### src/rtl/mult4s_csa_ppg_seq.sv
// Sequential 4x4 multiplier: one partial product per cycle is folded into a
// sum/carry row pair by a 3:2 compressor; the final CPA is left downstream.
module mult4s_csa_ppg_seq #(
   parameter bit SIGNED = 1'b1
) (
   input  logic       clk,
   input  logic       rst,
   input  logic       in_valid,
   output logic       in_ready,
   input  logic [3:0] in_a,
   input  logic [3:0] in_b,
   output logic       out_valid,
   input  logic       out_ready,
   output logic [7:0] out_row0,
   output logic [7:0] out_row1
);

   typedef enum logic [1:0] {StIdle, StAcc, StDone} state_e;

   state_e     state_q, state_d;
   logic [3:0] a_q, a_d, b_q, b_d;
   logic [1:0] k_q, k_d;
   logic [7:0] row0_q, row0_d, row1_q, row1_d;
   logic       in_ready_q, in_ready_d;
   logic       out_valid_q, out_valid_d;

   logic [7:0] ext_a, sh3_a, pp, maj;

   always_comb begin
      ext_a = SIGNED ? {{4{a_q[3]}}, a_q} : {4'b0000, a_q};
      sh3_a = ext_a << 3;
      pp    = (ext_a & {8{b_q[k_q]}}) << k_q;
      // Negative weight of the sign bit: ~(a<<3), the +1 was preloaded into row0.
      if (SIGNED && (k_q == 2'd3)) begin
         pp = b_q[3] ? ~sh3_a : 8'h00;
      end
      maj = (row0_q & row1_q) | (row0_q & pp) | (row1_q & pp);
   end

   always_comb begin
      state_d     = state_q;
      a_d         = a_q;
      b_d         = b_q;
      k_d         = k_q;
      row0_d      = row0_q;
      row1_d      = row1_q;
      in_ready_d  = in_ready_q;
      out_valid_d = out_valid_q;
      unique case (state_q)
         StIdle: begin
            if (in_valid) begin
               a_d        = in_a;
               b_d        = in_b;
               k_d        = 2'd0;
               row0_d     = (SIGNED && in_b[3]) ? 8'h01 : 8'h00;
               row1_d     = 8'h00;
               in_ready_d = 1'b0;
               state_d    = StAcc;
            end
         end
         StAcc: begin
            row0_d = row0_q ^ row1_q ^ pp;
            row1_d = {maj[6:0], 1'b0};
            k_d    = k_q + 2'd1;
            if (k_q == 2'd3) begin
               out_valid_d = 1'b1;
               state_d     = StDone;
            end
         end
         StDone: begin
            if (out_ready) begin
               out_valid_d = 1'b0;
               in_ready_d  = 1'b1;
               state_d     = StIdle;
            end
         end
         default: begin
            state_d     = StIdle;
            in_ready_d  = 1'b1;
            out_valid_d = 1'b0;
         end
      endcase
   end

   always_ff @(posedge clk) begin
      if (rst) begin
         state_q     <= StIdle;
         a_q         <= 4'h0;
         b_q         <= 4'h0;
         k_q         <= 2'd0;
         row0_q      <= 8'h00;
         row1_q      <= 8'h00;
         in_ready_q  <= 1'b1;
         out_valid_q <= 1'b0;
      end else begin
         state_q     <= state_d;
         a_q         <= a_d;
         b_q         <= b_d;
         k_q         <= k_d;
         row0_q      <= row0_d;
         row1_q      <= row1_d;
         in_ready_q  <= in_ready_d;
         out_valid_q <= out_valid_d;
      end
   end

   assign in_ready  = in_ready_q;
   assign out_valid = out_valid_q;
   assign out_row0  = row0_q;
   assign out_row1  = row1_q;

endmodule

### config.mk
export PLATFORM = sky130hd
export DESIGN_NAME = mult4s_csa_ppg_seq
export DESIGN_NICKNAME = d
export VERILOG_FILES = /design/src/rtl/mult4s_csa_ppg_seq.sv
export SDC_FILE = /design/constraint.sdc
export NUM_CORES = 1
export LEC_CHECK = 0
export ABC_AREA = 1
export BUFFER_PORTS_ARGS = -buffer_cell sky130_fd_sc_hd__buf_2
export CAP_MARGIN = 20
export CORE_MARGIN = 3
export CORE_UTILIZATION = 54
export CTS_CLUSTER_SIZE = 24
export DETAILED_ROUTE_END_ITERATION = 8
export PLACE_DENSITY = 0.8
export RECOVER_POWER = 50
export SYNTH_ARGS = -nofsm -noshare
export SYNTH_HDL_FRONTEND = slang
export SYNTH_SLANG_ARGS = --single-unit
### constraint.sdc
create_clock -name clk -period 2.6 [get_ports clk]
set_clock_uncertainty 0.1 [all_clocks]
set_input_delay 0.39 -clock clk [delete_from_list [all_inputs] [get_ports clk]]
set_output_delay 0.39 -clock clk [all_outputs]
set_load 0.02 [all_outputs]
---- Word-level counts from Yosys, hierarchy flattened ----
Index checks and enable logic that the tools add are counted.
storage, ports and cells
  register bits ........................... 30
  output and inout bits ................... 18
  logic and storage cells ................. 56
cells by class
  add/sub/neg operators ................... 1
  order comparisons ....................... 1
  eq/ne operators ......................... 6
  shift-type cells ........................ 1
  muxes and demuxes ....................... 21
  bitwise gates (word level) .............. 11
  reduce and logical (&&, ||, !) cells .... 7
operator list
  cell                                                count
  2-to-1 mux 8 bit                                    4
  one-hot mux 8 bit (2 select lines)                  2
  AND 7 bit                                           3
  XOR 8 bit                                           2
  bitwise OR 7 bit                                    2
  AND reduction 3 bit                                 3
  AND 8 bit                                           1
  2-to-1 mux 2 bit                                    4
  inverter 8 bit                                      1
  left shift 8 x 2 -> 8 bit                           1
  2-to-1 mux 1 bit                                    6
  != test 2 bit, second input constant                3
  one-hot mux 1 bit (3 select lines)                  2
  one-hot mux 2 bit (3 select lines)                  1
  == test 2 bit, second input constant                2
  one-hot mux 2 bit (2 select lines)                  1
  AND reduction 2 bit                                 2
  < comparator 2 x 3 -> 1 bit, second input constant  1
  adder 2 x 1 -> 2 bit, second input constant         1
  binary-select mux 1 bit (select 2 bit)              1
  == test 2 x 1 -> 1 bit, second input constant       1
  zero test 2 bit                                     1
  inverter 1 bit                                      2
  nonzero test 2 bit                                  1

---- Longest topological paths before layout ----
  depth after elaboration ................. 9
  mapped depth ............................ 13

---- Least setup slack after synthesis ----
Ideal clock, no wire load.
  path type ............................... reg2reg
  from .................................... register k_q[0]
  to ...................................... register row0_q[4], in the netlist out_row0[4]
  setup time .............................. 0.070 ns
  data arrival time ....................... 1.881 ns
  slack ................................... 0.549 ns
  cell stages (with the launch flop) ...... 14
  path buffers ............................ 0
  cells stage by stage .................... dfxtp_1 -> inv_2 -> nand2_1 -> nand3_2 -> nand2_2 -> inv_2 -> nand2_1 -> nand2_1 -> o21ai_2 -> nand2_1 -> a21oi_2 -> fa_1 -> or2_0 -> a21oi_1
between the ends
  longest elaborated chain between the ends .. 7
  elaborated cells between the ends (all ways) .. 8
  those cells by class .................... 1 x eq/ne; 1 x shift; 4 x mux; 2 x bitwise
RTL lines
  what                                    line  text
  from (decl)                             22    logic [1:0] k_q, k_d;
  from (signal assigned)                  99    k_q <= k_d;
  binary-select mux 1 bit (select 2 bit)  32    pp = (ext_a & {8{b_q[k_q]}}) << k_q;
  2-to-1 mux 1 bit (implied by the code)  32
  AND 8 bit                               32
  left shift 8 x 2 -> 8 bit               32
  2-to-1 mux 8 bit *                      34    if (SIGNED && (k_q == 2'd3)) begin
  XOR 8 bit *                             62    row0_d = row0_q ^ row1_q ^ pp;
  one-hot mux 8 bit (2 select lines) *    49    unique case (state_q)
  to (signal assigned)                    100   row0_q <= row0_d;
  to (decl)                               23    logic [7:0] row0_q, row0_d, row1_q, row1_d;
Every way passes the cells marked *; elsewhere a longest branch is shown, timed or not. The select of a mux whose other input is x is not followed.
A chain may end at the register's enable or synchronous reset.

---- Worst setup path after layout ----
  from .................................... register k_q[1]
  to ...................................... register row0_q[3], in the netlist out_row0[3]
Same word-level chain as after synthesis.

==> summary.txt <==
Run status
  – Status: finished clean

Floorplanning
  – Core area: 2567 um2
  – Die Y: between 50 and 60 um
  – # rows: 18
  – DIE AREA: about 3400 um2
  – Starting density of the core: 58.38%
  – Die Span X: a little under 60 um
  – I/O pin total: 30

Timing
  – Slew @ Worst Pin: 0.7773 ns
  – Worst setup margin: 0.3065 ns
  – Final hold slack: 0.2092 ns
  – Pins Over Slew Limit: 0
  – Final setup vio count: 0
  – Max-Slew Margin vs Limit: a little under half
  – Final Hold Vio Count: 0
  – Final Cycle Share: 88.21%
  – RSZ-0062 raised after global routing: no
  – Final TNS setup: 0 ns
  – FMAX: 436.0 MHz
  – Min Clock Period, post-route: 2.293 ns

Cells and area
  – Most common cell after layout, fill and taps aside: nand2_1
  – Share of cells above drive strength 1: 15.52%
  – Multi-input logic area: 785.8 um2
  – Commonest non-fill, non-tap cells in the layout: nand2_1, dfxtp_1, a21oi_1
  – Finished Layout Cells: 262
  – Nets: 251
  – Layout fillers: 261
  – Area grow syn2layout: 11.60%
  – Register Area: about 580 um2
  – Final Util: 65.16%
  – Diodes inserted: 0
  – Final instance area: 1673 um2

Clock network
  – Sink Count: 29
  – Cts hold-fix bufs: 0
  – Clk slew on worst S/H paths: 0.09 ns
  – # Post-CTS Setup Buffers: 0
  – Total CTS buffers: 5
  – Root buffer cell: clkbuf_4
  – Max Buffers Root-to-Sink: 2
  – CTS resizes: 0
  – CTS tree: done
  – Clock latency on the worst-skew pair: 0.32 ns
  – H-Tree Level Count: 2

Logic synthesis
  – Post-synthesis cell area: 1499 um2
  – Warnings, synthesis: 0
  – Post-synth EDFFs: 0
  – Syn Area/Cell: 7.420 um2
  – Synthesized Nets: 222
  – Yosys reg bits: 29
  – Synth area leaders: dfxtp_1, nand2_1, fa_1
  – Synth Flop Type: dfxtp_1
  – Yosys top cell by area: dfxtp_1
  – Cells after synthesis: 202
  – Post-synth top area share: 38.73%
  – Netlist cell types: 27
  – Async set-reset flop share out of synthesis: 0%
  – Seq/Total Area, Yosys: slightly below 40%

Critical path
  – Max Fanout on Critical Path: 8
  – WS Path Type: register to register
  – Flop2flop setup slack: 0.31 ns
  – CP required: ~2.8 ns
  – CP arrival: 2.45 ns
  – Reg-to-Reg End: out_row0[3]
  – Worst r2r path cells: 10
  – CP Launch Type: register
  – RR Startpoint: k_q[1]
  – CP endpoint kind: register

Place
  – IO buf count: 28
  – Placed instance count: 254
  – Dpl hpwl: 2.210 mm
  – Dpl cell area: 1645 um2
  – DP Worst Slack: between 0.3 and 0.4 ns
  – RD Place Congestion: 0.9225

Global route
  – Initial antenna violation count: 0
  – Number of global-route vias before repair: about 1,300
  – Gr ovfl total: 0
  – Largest net degree at the start of global routing: 22
  – First-pass GRT wire length: 5.175 mm
  – GRT Total Usage: roughly a fifth

Routing
  – DR WL/cell: 11.47 um
  – Pre-Repair DR Iteration Count: 4
  – Post-route ant nets: 0
  – Initial DRC Count: 68
  – Final WL: 3.006 mm
  – Vias per cell: 5.069
  – Drc violations: 0
  – Via count: 1,328

Power and ir drop
  – Combinational Power Share: 15.7%
  – Pwr dens: 526.5 nW/um2
  – Part of the power in registers: 54.8%
  – Total power: 880.7 uW
  – VDD IR max: 501.5 uV
  – Clk pwr share: 29.4%
  – Sw Share: 30.41%
  – Leakage: 0.6510 nW
  – Int Pwr: 612.9 uW
  – Switching pwr: between 200 and 300 uW

Hold path
  – Hold Crit Depth: 3
  – Worst min path class: primary input to register
  – Hold Path End: b_q[1]
  – HP Start: in_b[1]

Job
  – Max-cap violations: 0
-- cell usage after synthesis, types with 3 or more instances --
| cell type | n |
|---|---|
| clkbuf_1 | 3 |
| a21oi_1 | 22 |
| nor2_1 | 19 |
| nand2_1 | 46 |
| inv_2 | 6 |
| nand3_1 | 7 |
| o21ai_0 | 12 |
| fa_1 | 6 |
| dfxtp_1 | 29 |
| or2_0 | 8 |
| nand3_2 | 3 |
| inv_1 | 19 |
-- area by class of cell --
type / instances / share of cell area (%)
multi-input combinational: 142 / 46.97
clock inverter: 2 / 0.5984
inverter: 25 / 5.610
clock buffer: 6 / 2.468
sequential: 29 / 34.70
timing repair buffer: 28 / 7.405
tap: 30 / 2.244
-- sequential cells by signal (all words and copies together), names as in the netlist --
name,count
out_row0,8
out_row1,7
a_q,4
b_q,4
k_q,2
state_q,2
in_ready,1
out_valid,1
-- logic make-up (layout without fill, tap and decap cells) --
kind of cell	after synthesis	count (layout)	share of synthesized area, %
other	1	1	0.2502
AO/OA/AOI/OAI	41	41	14.61
flip-flops	29	29	38.73
adder cells (fa/ha/maj)	8	8	9.683
AND/OR/NAND/NOR	91	91	27.80
buffers and inverters	31	61	8.347
XOR/XNOR	1	1	0.5844
-- power groups by stage --
| stage | Combinational, mW | Clock [mW] | Sequential, mW |
|---|---|---|---|
| 6_report | 0.138 | 0.259 | 0.483 |
| 3_5_place_dp | 0.142 | 0 | 0.493 |
| 3_3_place_gp | 0.140 | 0 | 0.493 |
| 2_1_floorplan | 0.102 | 0 | 0.497 |
| 4_1_cts | 0.143 | 0.265 | 0.483 |
| 5_1_grt | 0.160 | 0.292 | 0.486 |
-- routing by layer --
layer	share of wire [%]	global-route usage [%]	vias to the layer above
met5	0	0	-
met3	5.9	7.018	5
li1	-	-	689
met4	0.90	4.854	0
met2	49	34.13	26
met1	45	22.63	608
-- worst max-delay path: stages (launching register included) --
cell and delay (ns):
dfxtp_1 0.51, inv_2 0.12, nand3_2 0.11, nand2_2 0.08, o21ai_0 0.21, nand3_1 0.11
nand3_1 0.10, nand2_1 0.08, fa_1 0.44, or2_0 0.23, a21oi_1 0.14
-- worst max path at each step --
| stage | endpoint | startpoint | slack, ns | depth (start not counted) |
|---|---|---|---|---|
| final | out_row0[3] | k_q[1] | 0.31 | 10 |
| after global routing | out_row0[4] | k_q[0] | 0.08 | 13 |
| after CTS | out_row0[2] | k_q[0] | 0.31 | 13 |
| after detailed placement | out_row0[2] | k_q[0] | 0.33 | 13 |
| after global placement | out_row0[4] | k_q[0] | 0.37 | 13 |
| after floorplan | out_row0[4] | k_q[0] | 0.55 | 13 |
No activity file was read; power rests on OpenSTA's default activity.
